**src/rtl/rr_stream_mux_pkg.sv**
```systemverilog
// Shared definitions for rr_stream_mux: lock FSM state encoding and clog2 helper.
// Reused by other arbiters that need the same ARB/LOCK encoding.
package rr_stream_mux_pkg;

    typedef enum logic [0:0] {
        StArb  = 1'b0,
        StLock = 1'b1
    } lock_state_e;

    // Constant-evaluable ceil(log2(n)), minimum 1 so a 2-input mux still gets a 1-bit select.
    function automatic int unsigned clog2(input int unsigned n);
        int unsigned r;
        r = 1;
        for (int i = 1; i < 32; i++) begin
            if ((32'd1 << i) < n) begin
                r = i + 1;
            end
        end
        return r;
    endfunction

endpackage

```
**src/rtl/rr_arbiter.sv**
```systemverilog
// Rotating-start priority picker: lowest requester at or above start_ptr (wrapping), or
// lowest requester overall when fixed is set. Purely combinational.
module rr_arbiter #(
    parameter int unsigned NUM_IN = 16,
    parameter int unsigned SEL_W  = 4
) (
    input  logic [NUM_IN-1:0] req,
    input  logic [SEL_W-1:0]  start_ptr,
    input  logic              fixed,
    output logic [SEL_W-1:0]  gnt_idx,
    output logic              gnt_any
);

    logic [NUM_IN-1:0] w_mask_hi;
    logic [NUM_IN-1:0] w_req_hi;
    logic [NUM_IN-1:0] w_pick;

    // Requests at or above the pointer win first; if none, the wrap-around set is used.
    always_comb begin
        w_mask_hi = '0;
        for (int i = 0; i < NUM_IN; i++) begin
            w_mask_hi[i] = (SEL_W'(i) >= start_ptr);
        end
        w_req_hi = req & w_mask_hi;
        w_pick   = (fixed || !(|w_req_hi)) ? req : w_req_hi;
    end

    always_comb begin
        gnt_idx = '0;
        gnt_any = |req;
        for (int i = NUM_IN - 1; i >= 0; i--) begin
            if (w_pick[i]) begin
                gnt_idx = SEL_W'(i);
            end
        end
    end

endmodule

```
**src/rtl/rr_stream_mux.sv**
```systemverilog
// N-to-1 streaming mux with round-robin / fixed-priority arbitration and a registered output.
// Define RR_STREAM_MUX_LOCK_EN to hold the grant on one channel until its in_last beat.
module rr_stream_mux
    import rr_stream_mux_pkg::*;
#(
    parameter int unsigned WIDTH  = 32,
    parameter int unsigned NUM_IN = 16,
    parameter int unsigned SEL_W  = clog2(NUM_IN)
) (
    input  logic                    clk,
    input  logic                    rst,
    input  logic                    prio_mode,
    input  logic [NUM_IN*WIDTH-1:0] in_data,
    input  logic [NUM_IN-1:0]       in_valid,
    input  logic [NUM_IN-1:0]       in_last,
    output logic [NUM_IN-1:0]       in_ready,
    output logic [WIDTH-1:0]        out_data,
    output logic [SEL_W-1:0]        out_sel,
    output logic                    out_valid,
    input  logic                    out_ready
);

    logic [WIDTH-1:0]  w_in_data [NUM_IN];
    logic [WIDTH-1:0]  r_out_data;
    logic [SEL_W-1:0]  r_out_sel;
    logic              r_out_valid;
    logic [SEL_W-1:0]  r_rr_ptr;

    logic              w_load;
    logic [SEL_W-1:0]  w_arb_idx;
    logic              w_arb_any;
    logic [SEL_W-1:0]  w_gnt;
    logic [NUM_IN-1:0] w_in_ready;
    logic              w_xfer;
    logic              w_ptr_en;

    for (genvar g = 0; g < NUM_IN; g++) begin : g_unpack
        assign w_in_data[g] = in_data[g*WIDTH +: WIDTH];
    end

    rr_arbiter #(
        .NUM_IN (NUM_IN),
        .SEL_W  (SEL_W)
    ) u_arb (
        .req       (in_valid),
        .start_ptr (r_rr_ptr),
        .fixed     (prio_mode),
        .gnt_idx   (w_arb_idx),
        .gnt_any   (w_arb_any)
    );

    assign w_load = !r_out_valid || out_ready;

    always_comb begin
        w_in_ready = '0;
        if (w_load && w_arb_any && !rst) begin
            w_in_ready[w_gnt] = 1'b1;
        end
    end

    assign w_xfer   = |(in_valid & w_in_ready);
    assign in_ready = w_in_ready;

`ifdef RR_STREAM_MUX_LOCK_EN
    lock_state_e      r_state;
    lock_state_e      w_state_next;
    logic [SEL_W-1:0] r_lock_idx;
    logic             w_last;

    assign w_last = in_last[w_gnt];

    always_ff @(posedge clk) begin
        if (rst) begin
            r_state <= StArb;
        end else begin
            r_state <= w_state_next;
        end
    end

    always_comb begin
        w_state_next = r_state;
        unique case (r_state)
            StArb:   if (w_xfer && !w_last) w_state_next = StLock;
            StLock:  if (w_xfer && w_last)  w_state_next = StArb;
            default: w_state_next = StArb;
        endcase
    end

    // While locked the grant ignores both the arbiter and prio_mode.
    always_comb begin
        w_gnt    = (r_state == StLock) ? r_lock_idx : w_arb_idx;
        w_ptr_en = w_xfer && w_last && (!prio_mode || (r_state == StLock));
    end

    always_ff @(posedge clk) begin
        if (rst) begin
            r_lock_idx <= '0;
        end else if ((r_state == StArb) && w_xfer && !w_last) begin
            r_lock_idx <= w_gnt;
        end
    end
`else
    logic w_unused_last;

    assign w_unused_last = ^in_last;
    assign w_gnt         = w_arb_idx;
    assign w_ptr_en      = w_xfer && !prio_mode;
`endif

    always_ff @(posedge clk) begin
        if (rst) begin
            r_out_valid <= 1'b0;
            r_out_data  <= '0;
            r_out_sel   <= '0;
        end else if (w_load) begin
            if (w_xfer) begin
                r_out_valid <= 1'b1;
                r_out_data  <= w_in_data[w_gnt];
                r_out_sel   <= w_gnt;
            end else begin
                r_out_valid <= 1'b0;
            end
        end
    end

    always_ff @(posedge clk) begin
        if (rst) begin
            r_rr_ptr <= '0;
        end else if (w_ptr_en) begin
            r_rr_ptr <= (w_gnt == SEL_W'(NUM_IN - 1)) ? '0 : w_gnt + SEL_W'(1);
        end
    end

    assign out_data  = r_out_data;
    assign out_sel   = r_out_sel;
    assign out_valid = r_out_valid;

endmodule

```
**config.mk**
```make
export PLATFORM = sky130hd
export DESIGN_NAME = rr_stream_mux
export DESIGN_NICKNAME = d
export VERILOG_FILES = /design/src/rtl/rr_stream_mux_pkg.sv /design/src/rtl/rr_arbiter.sv /design/src/rtl/rr_stream_mux.sv
export SDC_FILE = /design/constraint.sdc
export NUM_CORES = 1
export LEC_CHECK = 0
export ABC_AREA = 0
export CAP_MARGIN = 20
export CORE_AREA = 3 3 234 236
export DETAILED_ROUTE_END_ITERATION = 8
export DIE_AREA = 0 0 237 239
export PLACE_DENSITY = 0.42
export SETUP_SLACK_MARGIN = 0.1
export SLEW_MARGIN = 20
export SYNTH_ARGS = -nofsm -noshare
export SYNTH_HDL_FRONTEND = slang
export SYNTH_SLANG_ARGS = --single-unit
```
**constraint.sdc**
```tcl
create_clock -name clk -period 6.67 [get_ports clk]
set_input_delay 1.334 -clock clk [delete_from_list [all_inputs] [get_ports clk]]
set_output_delay 1.334 -clock clk [all_outputs]
set_load 0.005 [all_outputs]
```
; Word level (Yosys, flattened, before mapping)
; Cells that the tools add are included.
[classes]
add_sub_neg = 1
n_lt_le_gt_ge = 19
eq_ne = 1
muxes = 25
bitwise = 3
reduce_logical = 14
[ops]
columns = operator, n
row1 = binary-select mux 32 bit (select 4 bit), 1
row2 = 2-to-1 mux 4 bit, 17
row3 = 2-to-1 mux 32 bit, 2
row4 = OR reduction 16 bit, 3
row5 = bitwise AND 16 bit, 2
row6 = greater-or-equal comparator 4 bit (first input constant), 8
row7 = 2-to-1 mux 16 bit, 2
row8 = greater-or-equal comparator 3 x 4 -> 1 bit (first input constant), 4
row9 = greater-or-equal comparator 1 x 4 -> 1 bit (first input constant), 2
row10 = greater-or-equal comparator 2 x 4 -> 1 bit (first input constant), 2
row11 = greater-or-equal comparator 5 bit (second input constant), 1
row12 = < comparator 4 x 5 -> 1 bit (second input constant), 1
row13 = inverter 4 -> 5 bit, 1
row14 = adder 4 x 1 -> 4 bit (second input constant), 1
row15 = demux 1 bit (select 4 bit), 1
row16 = == test 4 bit (second input constant), 1
row17 = greater-or-equal comparator 4 x 1 -> 1 bit (second input constant), 1
row18 = logical AND 1 bit, 4
row19 = zero test 1 bit, 4
row20 = logical OR 1 bit, 2
row21 = 2-to-1 mux 1 bit, 2
row22 = AND reduction 2 bit, 1
[word_totals]
regBits = 41
in_bits = 548

; Longest topological paths before layout
; Gate-level depths: netlist of run 1.
[logic_depth]
ltp_word = 30
depth_mapped = 22

; By module
; Synthesis of run 1 repeated with hierarchy kept, for this count alone.
[unflattened]
hier_cells = 622
hier_area_um2 = 6326.1
[by_module_without_submodules]
columns = module, instances, cells_each, area_each_um2
row1 = rr_stream_mux, 1, 510, 5612.9
row2 = rr_arbiter, 1, 112, 713.2

; Worst setup path before layout of run 1
; No wires, ideal clock.
[synth_timing]
path_kind = input -> output
start = input in_valid[10]
end = output in_ready[3]
arrival_ns = 4.301
setup_slack_ns = 1.035
path_stages = 14
path_buffers = 4
cell_sequence = buf_6 -> nor3b_1 -> o32ai_2 -> nand3_2 -> o31a_1 -> o211a_1 -> a311o_1 -> inv_2 -> buf_2 -> buf_2 -> ha_1 -> clkbuf_1 -> nand2_1 -> nor2_1
[synth_between]
elab_chain_len = 26
elab_cells_between_ends = 30
[synth_rtl]
columns = item, line
row1 = start: declaration, rr_stream_mux.sv:14  ; input logic [NUM_IN-1:0] in_valid,
row2 = bitwise AND 16 bit, rr_arbiter.sv:24  ; w_req_hi = req & w_mask_hi;
row3 = OR reduction 16 bit, rr_arbiter.sv:25  ; w_pick = (fixed || !(|w_req_hi)) ? req : w_req_hi;
row4 = zero test 1 bit, rr_arbiter.sv:25
row5 = logical OR 1 bit, rr_arbiter.sv:25
row6 = 2-to-1 mux 16 bit (*), rr_arbiter.sv:25
row7 = 2-to-1 mux 4 bit (15 in a row), rr_arbiter.sv:32  ; if (w_pick[i]) begin
row8 = 2-to-1 mux 4 bit (*), rr_arbiter.sv:32
row9 = via u_arb.gnt_idx[1], rr_arbiter.sv:10  ; output logic [SEL_W-1:0] gnt_idx,
row10 = < comparator 4 x 5 -> 1 bit (not written as such) / greater-or-equal comparator 4 x 1 -> 1 bit (equally long branches), rr_stream_mux.sv:57  ; w_in_ready[w_gnt] = 1'b1;
row11 = logical AND 1 bit (not written as such), rr_stream_mux.sv:57
row12 = 2-to-1 mux 1 bit (not written as such), rr_stream_mux.sv:57
row13 = demux 1 bit (select 4 bit) (*), rr_stream_mux.sv:57
row14 = 2-to-1 mux 16 bit (*), rr_stream_mux.sv:56  ; if (w_load && w_arb_any && !rst) begin
row15 = end: declaration, rr_stream_mux.sv:16  ; output logic [NUM_IN-1:0] in_ready,
; Mark *: on every way through the listed nets, which the timed path passes. The rest lies on a longest branch.

; Worst setup path after layout of run 1
[layout_timing]
start = input in_valid[7]
end = output in_ready[7]
[layout_between]
elab_chain_len = 26
elab_cells_between_ends = 30
[layout_rtl]
columns = item, line
row1 = bitwise AND 16 bit, rr_arbiter.sv:24
row2 = OR reduction 16 bit, rr_arbiter.sv:25
row3 = zero test 1 bit, rr_arbiter.sv:25
row4 = logical OR 1 bit, rr_arbiter.sv:25
row5 = 2-to-1 mux 16 bit, rr_arbiter.sv:25
row6 = 2-to-1 mux 4 bit (16 in a row), rr_arbiter.sv:32
row7 = < comparator 4 x 5 -> 1 bit (not written as such) / greater-or-equal comparator 4 x 1 -> 1 bit (equally long branches), rr_stream_mux.sv:57
row8 = logical AND 1 bit (not written as such), rr_stream_mux.sv:57
row9 = 2-to-1 mux 1 bit (not written as such), rr_stream_mux.sv:57
row10 = demux 1 bit (select 4 bit), rr_stream_mux.sv:57
row11 = 2-to-1 mux 16 bit (*), rr_stream_mux.sv:56
; Mark *: on every way between the ends. The rest lies on a longest branch, timed or not.

==> metrics.yaml, run 1 <==
floorplan:
  die_x_um: 237
  pin_count: 601
  initial_utilization_pct: 12.5
  core_um2: 52700
  die_h_um: 239
  num_rows: 84
  design.die.area_um2: 56600
logic_synthesis:
  synth_top_area_cell: "nand2_1"
  synthCells: 938
  avgSynthCellArea_um2: 7.00
  synth_nets: 1490
  ys.warnings.count: 0
  yosys.area.top_type_share_pct: 15.1
  synthFlopType: "dfxtp_1"
  ys_seq_elements: 41
  syn_area_um2: 6570
  ys_seq_area_share_pct: 12.5
  synth_edf_count: 0
  synth_area_leaders: "nand2_1 15%, dfxtp_1 12%, mux2i_1 11%"
  postSynth.asyncResetShare_pct: 0
  synthDistinctLibCells: 74
timing:
  setup_viol: 0
  period_needed_ps: 6360
  slew_headroom_pct: 29.2
  maxSlewViolCount: 0
  worst_pin_slew_ps: 1060
  fmax_ghz: 0.157
  hold_slack_ps: 494
  fin_crit_sh_pct: 95.4
  rsz0062_at_grt: "true"
  final.setup.tns_ps: 0
  finalHoldViolCount: 0
  fin_worst_skew_ps: 6.78
power:
  p_leak_uw: 0.00482
  max-vdd-ir-drop_mv: 0.0823
  power-per-cell-area_nw_per_um2: 125
critical_path:
  r2r_end: "out_data[16]$_SDFFE_PP0P_"
  startpoint_type: "input pin"
  crit_required_ps: 5340
  crit_arrival_ps: 5030
  crit_top_cell: "clkdlybuf4s50_1"
  end_kind: "output port"
  r2r_start: "r_rr_ptr[1]$_SDFFE_PP0P_"
  worstPathCellList: "clkdlybuf4s50_1, or2_1, a221oi_2, o211ai_2, buf_4, o31a_1, o211a_1, a311o_2, inv_8, ha_1, nand2_1, nor2_1, clkdlybuf4s50_1"
  crit_slowest_cell: "a311o_2"
  critPathMaxFanout: 6
  reg2reg_slack_ps: 1300
  r2r_cells: 19
  crit_type: "in -> out"
  max_stage_delay_ps: 550
detailed_routing:
  met2_length_um: 25200
  vias: 9561
  met1_length_um: 20000
  viasPerCell: 4.37
  dr.first_iter.drc_count: 476
  dr_wl_met3_um: 2740
  wl_per_cell_um: 22.1
  drc: 0
  top_layer_used: "met5"
  wl_um: 48500
  ant_nets: 0
  first_pass_iters: 6
clocking:
  worstSkewPairLatency_ps: 310
  holdBufCountCts: 0
  clk_pin_slew_ps: 60
  cts-root-buf: "clkbuf_16"
  ctsLongestPathBuffers: 2
  cts_made_buffers: 5
  h-tree-depth: 2
  cts_tree: "yes"
  cts_sinks: 41
outcome:
  status: "completed"
cells_and_area:
  final_common_cell: "clkdlybuf4s50_1"
  drive_gt1_share_pct: 8.20
  area_growth_pct: 107
  final_cell_mix: "583 x clkdlybuf4s50_1, 265 x nand2_1, 107 x a21oi_1"
  fin_nets: 2052
place:
  io_buffers: 584
  place.gp.congestion: 0.828
  dp_hpwl_um: 39600
job:
  maxCapViolations: 0
grt:
  grt_usage_pct: 16.1
  grt_first_pass_wirelength_um: 67400
  overflow: 0
  grt_pass1_vias: 9945
  antenna_found_initial: 5
  grt_max_degree: 114
min_path:
  hold_end: "out_data[23]$_SDFFE_PP0P_"
  worstHoldPathType: "reg -> reg"
  whs_path_depth: 2
  min_from: "out_data[23]$_SDFFE_PP0P_"
[per-stage QoR]
step / cells / total power, uW / util (%) / area, um2 / setup slack [ps]
final: 2189 / 1700 / 25.8 / 13600 / 306
after global routing: 2188 / 1820 / 25.8 / 13600 / 86.9
after CTS: 2187 / 1740 / 25.7 / 13500 / 115
after detailed placement: 2180 / 1440 / 25.4 / 13400 / 133
after global placement: 2180 / 1440 / 25.4 / 13400 / 147
after floorplan: 938 / 806 / - / 6570 / 1030
[critical path: cells and delay by family]
family / cells / cell delay [ps]
compound gates: 5 / 1730
simple gates: 3 / 550
buf+inv: 4 / 1240
fa+ha+maj: 1 / 180
[cell usage after synthesis, drive strengths merged (4+ instances only)]
cell type,count
o31ai,6
nor2,68
nor2b,4
a22oi,16
a211oi,36
clkbuf,38
a2111oi,29
a21oi,108
a21boi,6
o21ai,48
nor3,12
nand2,265
mux2i,75
inv,7
buf,42
mux4,38
nor4,5
o22ai,19
ha,4
nand3,11
dfxtp,41
[where the power goes]
part | total, uW | internal [uW] | switching [uW] | leakage, uW
Sequential | 302 | 279 | 23.4 | 0.000336
Combinational | 1120 | 614 | 510 | 0.00441
Clock | 273 | 148 | 125 | 0.0000700
Total | 1700 | 1040 | 659 | 0.00482
[logic make-up after synthesis]
logic type | after synthesis | synth area share [%]
buffers and inverters | 87 | 6.55
and+or+nand+nor | 385 | 24.1
DFF | 41 | 12.5
adders and majority gates | 5 | 0.914
xor gates and xnor gates | 1 | 0.133
AOI/OAI and AO/OA | 306 | 30.7
muxes | 113 | 25.0
[layer usage]
layer / vias to the layer above / GRT usage (%)
li1: 4614 / -
met1: 4520 / 19.5
met2: 396 / 29.8
met3: 29 / 3.10
met4: 2 / 2.71
met5: - / 0
[how the worst max path moves through the flow]
stage,cells past startpoint,from,endpoint,slack [ps]
6_report,13,in_valid[7],in_ready[7],310
5_1_grt,13,in_valid[11],in_ready[10],90
4_1_cts,12,in_valid[0],in_ready[12],110
3_5_place_dp,22,in_valid[0],out_data[28]$_SDFFE_PP0P_,130
3_3_place_gp,20,in_valid[11],out_data[16]$_SDFFE_PP0P_,150
2_1_floorplan,14,in_valid[10],in_ready[3],1030
[registers in the layout, indices dropped and copies added, names as in the netlist]
name	cells
out_data	32
out_sel	4
r_rr_ptr	4
out_valid	1
[final cells by class]
type / count / area [um2]
sequential: 41 / 821
clock buffer: 7 / 143
timing repair buffer: 635 / 6270
tap: 688 / 861
fill: 5808 / 39100
multi-input combinational: 810 / 5430
inverter: 7 / 33.8
antenna: 1 / 2.50
[repair_timing]
action	in CTS	in global routing
setup endpoints to repair	0	24
gates resized for setup	0	11
buffers inserted	0	1
Note: power is estimated with default switching activity, not from simulation.
==> inputs of run 2 (changes only) <==
CORE_AREA = 2 2 233 235   (was 3 3 234 236)
DIE_AREA = 0 0 235 237   (was 0 0 237 239)
==> run 2 against run 1 <==
Clock-buffer cell count unchanged. Largest power group unchanged. Sequential cell count unchanged. First-iteration DRC count shrank 5.0%. Largest cell class unchanged. Sequential power about the same. Via count is 0.47% lower. Final cell count up 0.59%. Sequential share of layout area barely moved. Fmax decreased by 0.65%.
==> metrics.yaml, run 2 (synthesis gave the netlist of run 1 again) <==
min_path:
  worstHoldPathType: "reg -> reg"
cells_and_area:
  drive_gt1_share_pct: 8.37  # +0.17 points
  final_cell_mix: "583 x clkdlybuf4s50_1, 265 x nand2_1, 107 x a21oi_1"
  largest_reg_flops: 32  # unchanged
  final_common_cell: "clkdlybuf4s50_1"
  fill_cells: 5867  # +1.0%
  area_growth_pct: 108
  fin_nets: 2057  # +0.24%
  diodes: 0  # -1
  stdcell_count: 2202  # +0.59%
  ff_latch_area_um2: 821  # unchanged
  multi_input_area_um2: 5410  # -0.46%
detailed_routing:
  vias: 9516  # -0.47%
  ant_nets: 0  # unchanged
  wl_per_cell_um: 21.8  # -1.6%
  drc: 0  # unchanged
  first_pass_iters: 5  # -1
  viasPerCell: 4.32  # -1.1%
  wl_um: 48000  # -1.0%
  dr.first_iter.drc_count: 452  # -5.0%
floorplan:
  core_um2: 53300  # +1.2%
  pin_count: 601  # unchanged
  initial_utilization_pct: 12.3  # -0.15 points
  die_x_um: 235  # -0.84%
  die_h_um: 237  # -0.84%
  design.die.area_um2: 55700  # -1.7%
  num_rows: 85  # +1.2%
clocking:
  ctsLongestPathBuffers: 2  # unchanged
  worstSkewPairLatency_ps: 330  # +20 ps
  cts-root-buf: "clkbuf_16"
  clk_pin_slew_ps: 80  # +20 ps
  h-tree-depth: 2  # unchanged
  cts_tree: "yes"
  cts_sinks: 41  # unchanged
  cts_made_buffers: 5  # unchanged
  holdBufCountCts: 0  # unchanged
grt:
  grt_usage_pct: 16.5  # +0.38 points
  antenna_found_initial: 5  # unchanged
  overflow: 0  # unchanged
  grt_first_pass_wirelength_um: 67400  # unchanged
  grt_max_degree: 131  # +15%
  grt_pass1_vias: 9924  # -0.21%
job:
  maxCapViolations: 0  # unchanged
timing:
  hold_slack_ps: 497  # +3.21 ps
  final.setup.tns_ps: 0  # unchanged
  fin_crit_sh_pct: 96.0  # +0.63 points
  fin_worst_skew_ps: 13.4  # +6.62 ps
  slew_headroom_pct: 34.4  # +5.3 points
  fmax_ghz: 0.156  # -0.65%
  period_needed_ps: 6410  # +41.8 ps
  finalHoldViolCount: 0  # unchanged
  worst_pin_slew_ps: 976  # -84.3 ps
  rsz0062_at_grt: "true"
  maxSlewViolCount: 0  # unchanged
  setup_viol: 0  # unchanged
critical_path:
  end_kind: "output port"
  crit_arrival_ps: 5070  # +40 ps
  crit_slowest_cell: "clkdlybuf4s50_1"
  max_stage_delay_ps: 540  # about the same
  crit_type: "in -> out"
  worstPathCellList: "clkdlybuf4s50_1, or2_1, a221oi_2, o211ai_2, buf_4, o31a_1, o211a_1, a311o_2, inv_8, ha_1, nand2_1, nor2_1, clkdlybuf4s50_1"
  startpoint_type: "input pin"
  crit_required_ps: 5340  # about the same
  crit_top_cell: "clkdlybuf4s50_1"
  critPathMaxFanout: 7  # +1
power:
  power-per-cell-area_nw_per_um2: 127  # +1.1%
  max-vdd-ir-drop_mv: 0.0858  # +4.3%
  p_leak_uw: 0.00486  # +0.81%
place:
  io_buffers: 584  # unchanged
  dp_hpwl_um: 39200  # -0.85%
  place.gp.congestion: 0.862  # +4.2%
  placed_cells: 2191  # +0.50%
outcome:
  status: "completed"
==> run 2: worst paths after layout <==
kind	startpoint	endpoint	slack [ps]	cells past startpoint
setup / recovery	in_valid[7]	in_ready[11]	260	13
hold / removal	out_sel[1]$_SDFFE_PP0P_	out_sel[1]$_SDFFE_PP0P_	500	2
setup reg to reg	r_rr_ptr[1]$_SDFFE_PP0P_	out_data[24]$_SDFFE_PP0P_	1300	21
hold reg to reg	out_sel[1]$_SDFFE_PP0P_	out_sel[1]$_SDFFE_PP0P_	500	2
==> run 2: per-stage QoR <==
step | setup slack (ps) | total power [uW] | util (%) | instance area (um2)
after floorplan | 1030 | 806 | - | 6570
after global placement | 57.0 | 1440 | 25.2 | 13400
after detailed placement | 93.9 | 1440 | 25.2 | 13400
after CTS | 233 | 1760 | 25.5 | 13600
after global routing | 74.3 | 1840 | 25.6 | 13600
final | 264 | 1730 | 25.6 | 13600
==> run 2: what timing repair did <==
action,4_1_cts,5_1_grt
setup buffers,0,3
resized for setup,0,6
endpoints found under the setup margin,0,15
==> run 2: layout make-up <==
type,count,share of cell area [%]
timing repair buffer,640,46.5
multi-input combinational,810,39.6
tap,696,6.38
sequential,41,6.02
clock buffer,7,1.12
inverter,7,0.248
clock inverter,1,0.0367
==> run 2: per-layer routing <==
layer  wire length [um]  vias to the layer above  GRT usage, %
met4                729                        6          3.36
li1                   -                     4621             -
met1              20200                     4464          20.1
met2              24000                      386          29.2
met3               3030                       39          3.99
met5                 37                        -             0
==> run 2: worst max-delay path, delay by kind of cell <==
family                   cells  cell delay, ps
AO/OA/AOI/OAI                5            1750
buffers and inverters        4            1270
AND/OR/NAND/NOR              3             550
adder cells (fa/ha/maj)      1             170
==> run 2: power breakdown <==
group          leakage [uW]  internal, uW  switching (uW)
clock network     0.0000799           160             135
logic               0.00444           616             513
registers          0.000336           279            23.1
total               0.00486          1050             672
==> inputs of run 3 (changes only) <==
CELL_PAD_IN_SITES_DETAIL_PLACEMENT = 0   (was default)
CELL_PAD_IN_SITES_GLOBAL_PLACEMENT = 1   (was default)
PLACE_DENSITY = 0.59   (was 0.42)
REMOVE_ABC_BUFFERS = 1   (was default)
SKIP_CTS_REPAIR_TIMING = 1   (was default)
==> run 3 against run 2 <==
Register-to-register slack better by 150 ps. Non-clock buffer count is 19 lower. Clock-buffer cell count grew 1. Worst hold slack improved by 3.2 ps. Wire length down 7.7%. Sequential cell count stayed put. Via count is 0.97% lower. Fmax grew 1.2%. Die area stayed put. Critical path type unchanged. Critical endpoint is now in_ready[1]. Largest cell class unchanged. Largest power group unchanged.
==> metrics.yaml, run 3 (synthesis gave the netlist of run 1 again) <==
timing:
  rsz0062_at_grt: "false"
  fin_crit_sh_pct: 94.9  # -1.1 points
  worst_slack_ps: 338  # +74.2 ps
  fin_worst_skew_ps: 10.4  # -3.01 ps
  worst_pin_slew_ps: 1050  # +69.5 ps
  finalHoldViolCount: 0  # unchanged
  setup_viol: 0  # unchanged
  period_needed_ps: 6330  # -74.2 ps
  maxSlewViolCount: 0  # unchanged
  hold_slack_ps: 500  # +3.21 ps
  slew_headroom_pct: 28.5  # -5.9 points
  fmax_ghz: 0.158  # +1.2%
min_path:
  min_from: "out_data[25]$_SDFFE_PP0P_"
  worstHoldPathType: "reg -> reg"
grt:
  overflow: 0  # unchanged
  grt_pass1_vias: 9746  # -1.8%
  grtUsageMet1_pct: 17.7  # -2.4 points
  use_met3_pct: 3.72  # -0.27 points
  grt_first_pass_wirelength_um: 63000  # -6.4%
  grt_max_degree: 129  # -1.5%
  antenna_found_initial: 1  # -4
  grt_usage_pct: 15.1  # -1.3 points
  use_met2_pct: 27.3  # -1.9 points
  top_usage_layer: "met2"
clocking:
  clk_pin_slew_ps: 70  # about the same
  cts-root-buf: "clkbuf_16"
  ctsLongestPathBuffers: 2  # unchanged
  cts_made_buffers: 5  # unchanged
  h-tree-depth: 2  # unchanged
  cts_tree: "yes"
  cts_sinks: 41  # unchanged
  worstSkewPairLatency_ps: 320  # about the same
cells_and_area:
  fill_cells: 5881  # +0.24%
  final_cell_mix: "583 x clkdlybuf4s50_1, 265 x nand2_1, 107 x a21oi_1"
  fin_util_pct: 25.2  # -0.38 points
  final_common_cell: "clkdlybuf4s50_1"
  drive_gt1_share_pct: 6.79  # -1.6 points
  area_growth_pct: 105
  largest_reg_flops: 32  # unchanged
  fin_nets: 2038  # -0.92%
critical_path:
  crit_top_cell: "clkdlybuf4s50_1"
  r2r_cells: 14  # -33%
  cp-startpoint: "in_valid[7]"
  worstPathCellList: "clkdlybuf4s50_1, or2_1, a221oi_2, o211ai_2, or3_1, a211oi_1, o21ai_1, a2111oi_4, nor2_4, inv_2, ha_1, nand2_1, nor2_1, clkdlybuf4s50_1"
  critPathMaxFanout: 7  # unchanged
  crit_slowest_cell: "clkdlybuf4s50_1"
  end_kind: "output port"
  reg2reg_slack_ps: 1450  # +150 ps
  crit_arrival_ps: 5000  # -70 ps
  max_stage_delay_ps: 520  # -20 ps
  cp-endpoint: "in_ready[1]"
  crit_required_ps: 5340  # about the same
  startpoint_type: "input pin"
  crit_type: "in -> out"
  r2r_end: "out_data[0]$_SDFFE_PP0P_"
  r2r_start: "r_rr_ptr[0]$_SDFFE_PP0P_"
place:
  place_ws_ps: 266  # +172 ps
  io_buffers: 584  # unchanged
  dp_hpwl_um: 35500  # -9.4%
  place.gp.congestion: 0.869  # +0.79%
detailed_routing:
  dr.first_iter.drc_count: 418  # -7.5%
  vias: 9424  # -0.97%
  wl_per_cell_um: 20.3  # -7.0%
  viasPerCell: 4.32  # -0.15%
  drc: 0  # unchanged
  wl_um: 44300  # -7.7%
  first_pass_iters: 4  # -1
  ant_nets: 0  # unchanged
floorplan:
  die_x_um: 235  # unchanged
  core_um2: 53300  # unchanged
  num_rows: 85  # unchanged
  initial_utilization_pct: 12.3  # unchanged
  die_h_um: 237  # unchanged
  pin_count: 601  # unchanged
  design.die.area_um2: 55700  # unchanged
job:
  maxCapViolations: 0  # unchanged
power:
  p_leak_uw: 0.00474  # -2.4%
  power_uw: 1660  # -4.1%
  power-per-cell-area_nw_per_um2: 123  # -2.6%
  max-vdd-ir-drop_mv: 0.0977  # +14%
outcome:
  status: "completed"
[run 3: worst min path at each step]
stage / cells past startpoint / to
after floorplan: 2 / out_sel[1]$_SDFFE_PP0P_
after global placement: 2 / out_sel[1]$_SDFFE_PP0P_
after detailed placement: 2 / out_sel[2]$_SDFFE_PP0P_
after CTS: 2 / out_data[23]$_SDFFE_PP0P_
after global routing: 2 / out_data[27]$_SDFFE_PP0P_
final: 2 / out_data[25]$_SDFFE_PP0P_
[run 3: report_power, final]
part / leakage (uW) / switching (uW) / internal, uW
Sequential: 0.000336 / 24.1 / 279
Clock: 0.0000652 / 129 / 140
Combinational: 0.00434 / 486 / 598
Total: 0.00474 / 639 / 1020
[run 3: layout make-up]
type	count	area [um2]	area share, %
clock buffer	8	136	1.01
multi-input combinational	810	5390	40.1
tap	696	871	6.48
antenna	1	2.50	0.0186
timing repair buffer	621	6180	46.0
sequential	41	821	6.11
inverter	7	33.8	0.251
[run 3: worst max-delay path: cells and delay by family]
family | cells | cell delay, ps
and+or+nand+nor | 5 | 1030
AOI/OAI and AO/OA | 5 | 1430
buffers and inverters | 3 | 1020
adders and majority gates | 1 | 180
[run 3: metal layers]
| layer | wire length [um] | up-vias |
|---|---|---|
| li1 | - | 4579 |
| met1 | 17900 | 4415 |
| met2 | 22500 | 390 |
| met3 | 2820 | 40 |
| met4 | 986 | 0 |
| met5 | 0 | - |
[run 3: per-stage QoR]
step	TNS, ps	instances	cell area [um2]
after floorplan	-164290	858	6160
after global placement	0	2175	13300
after global routing	0	2183	13400
after detailed placement	0	2175	13300
after CTS	0	2183	13400
final	0	2184	13400
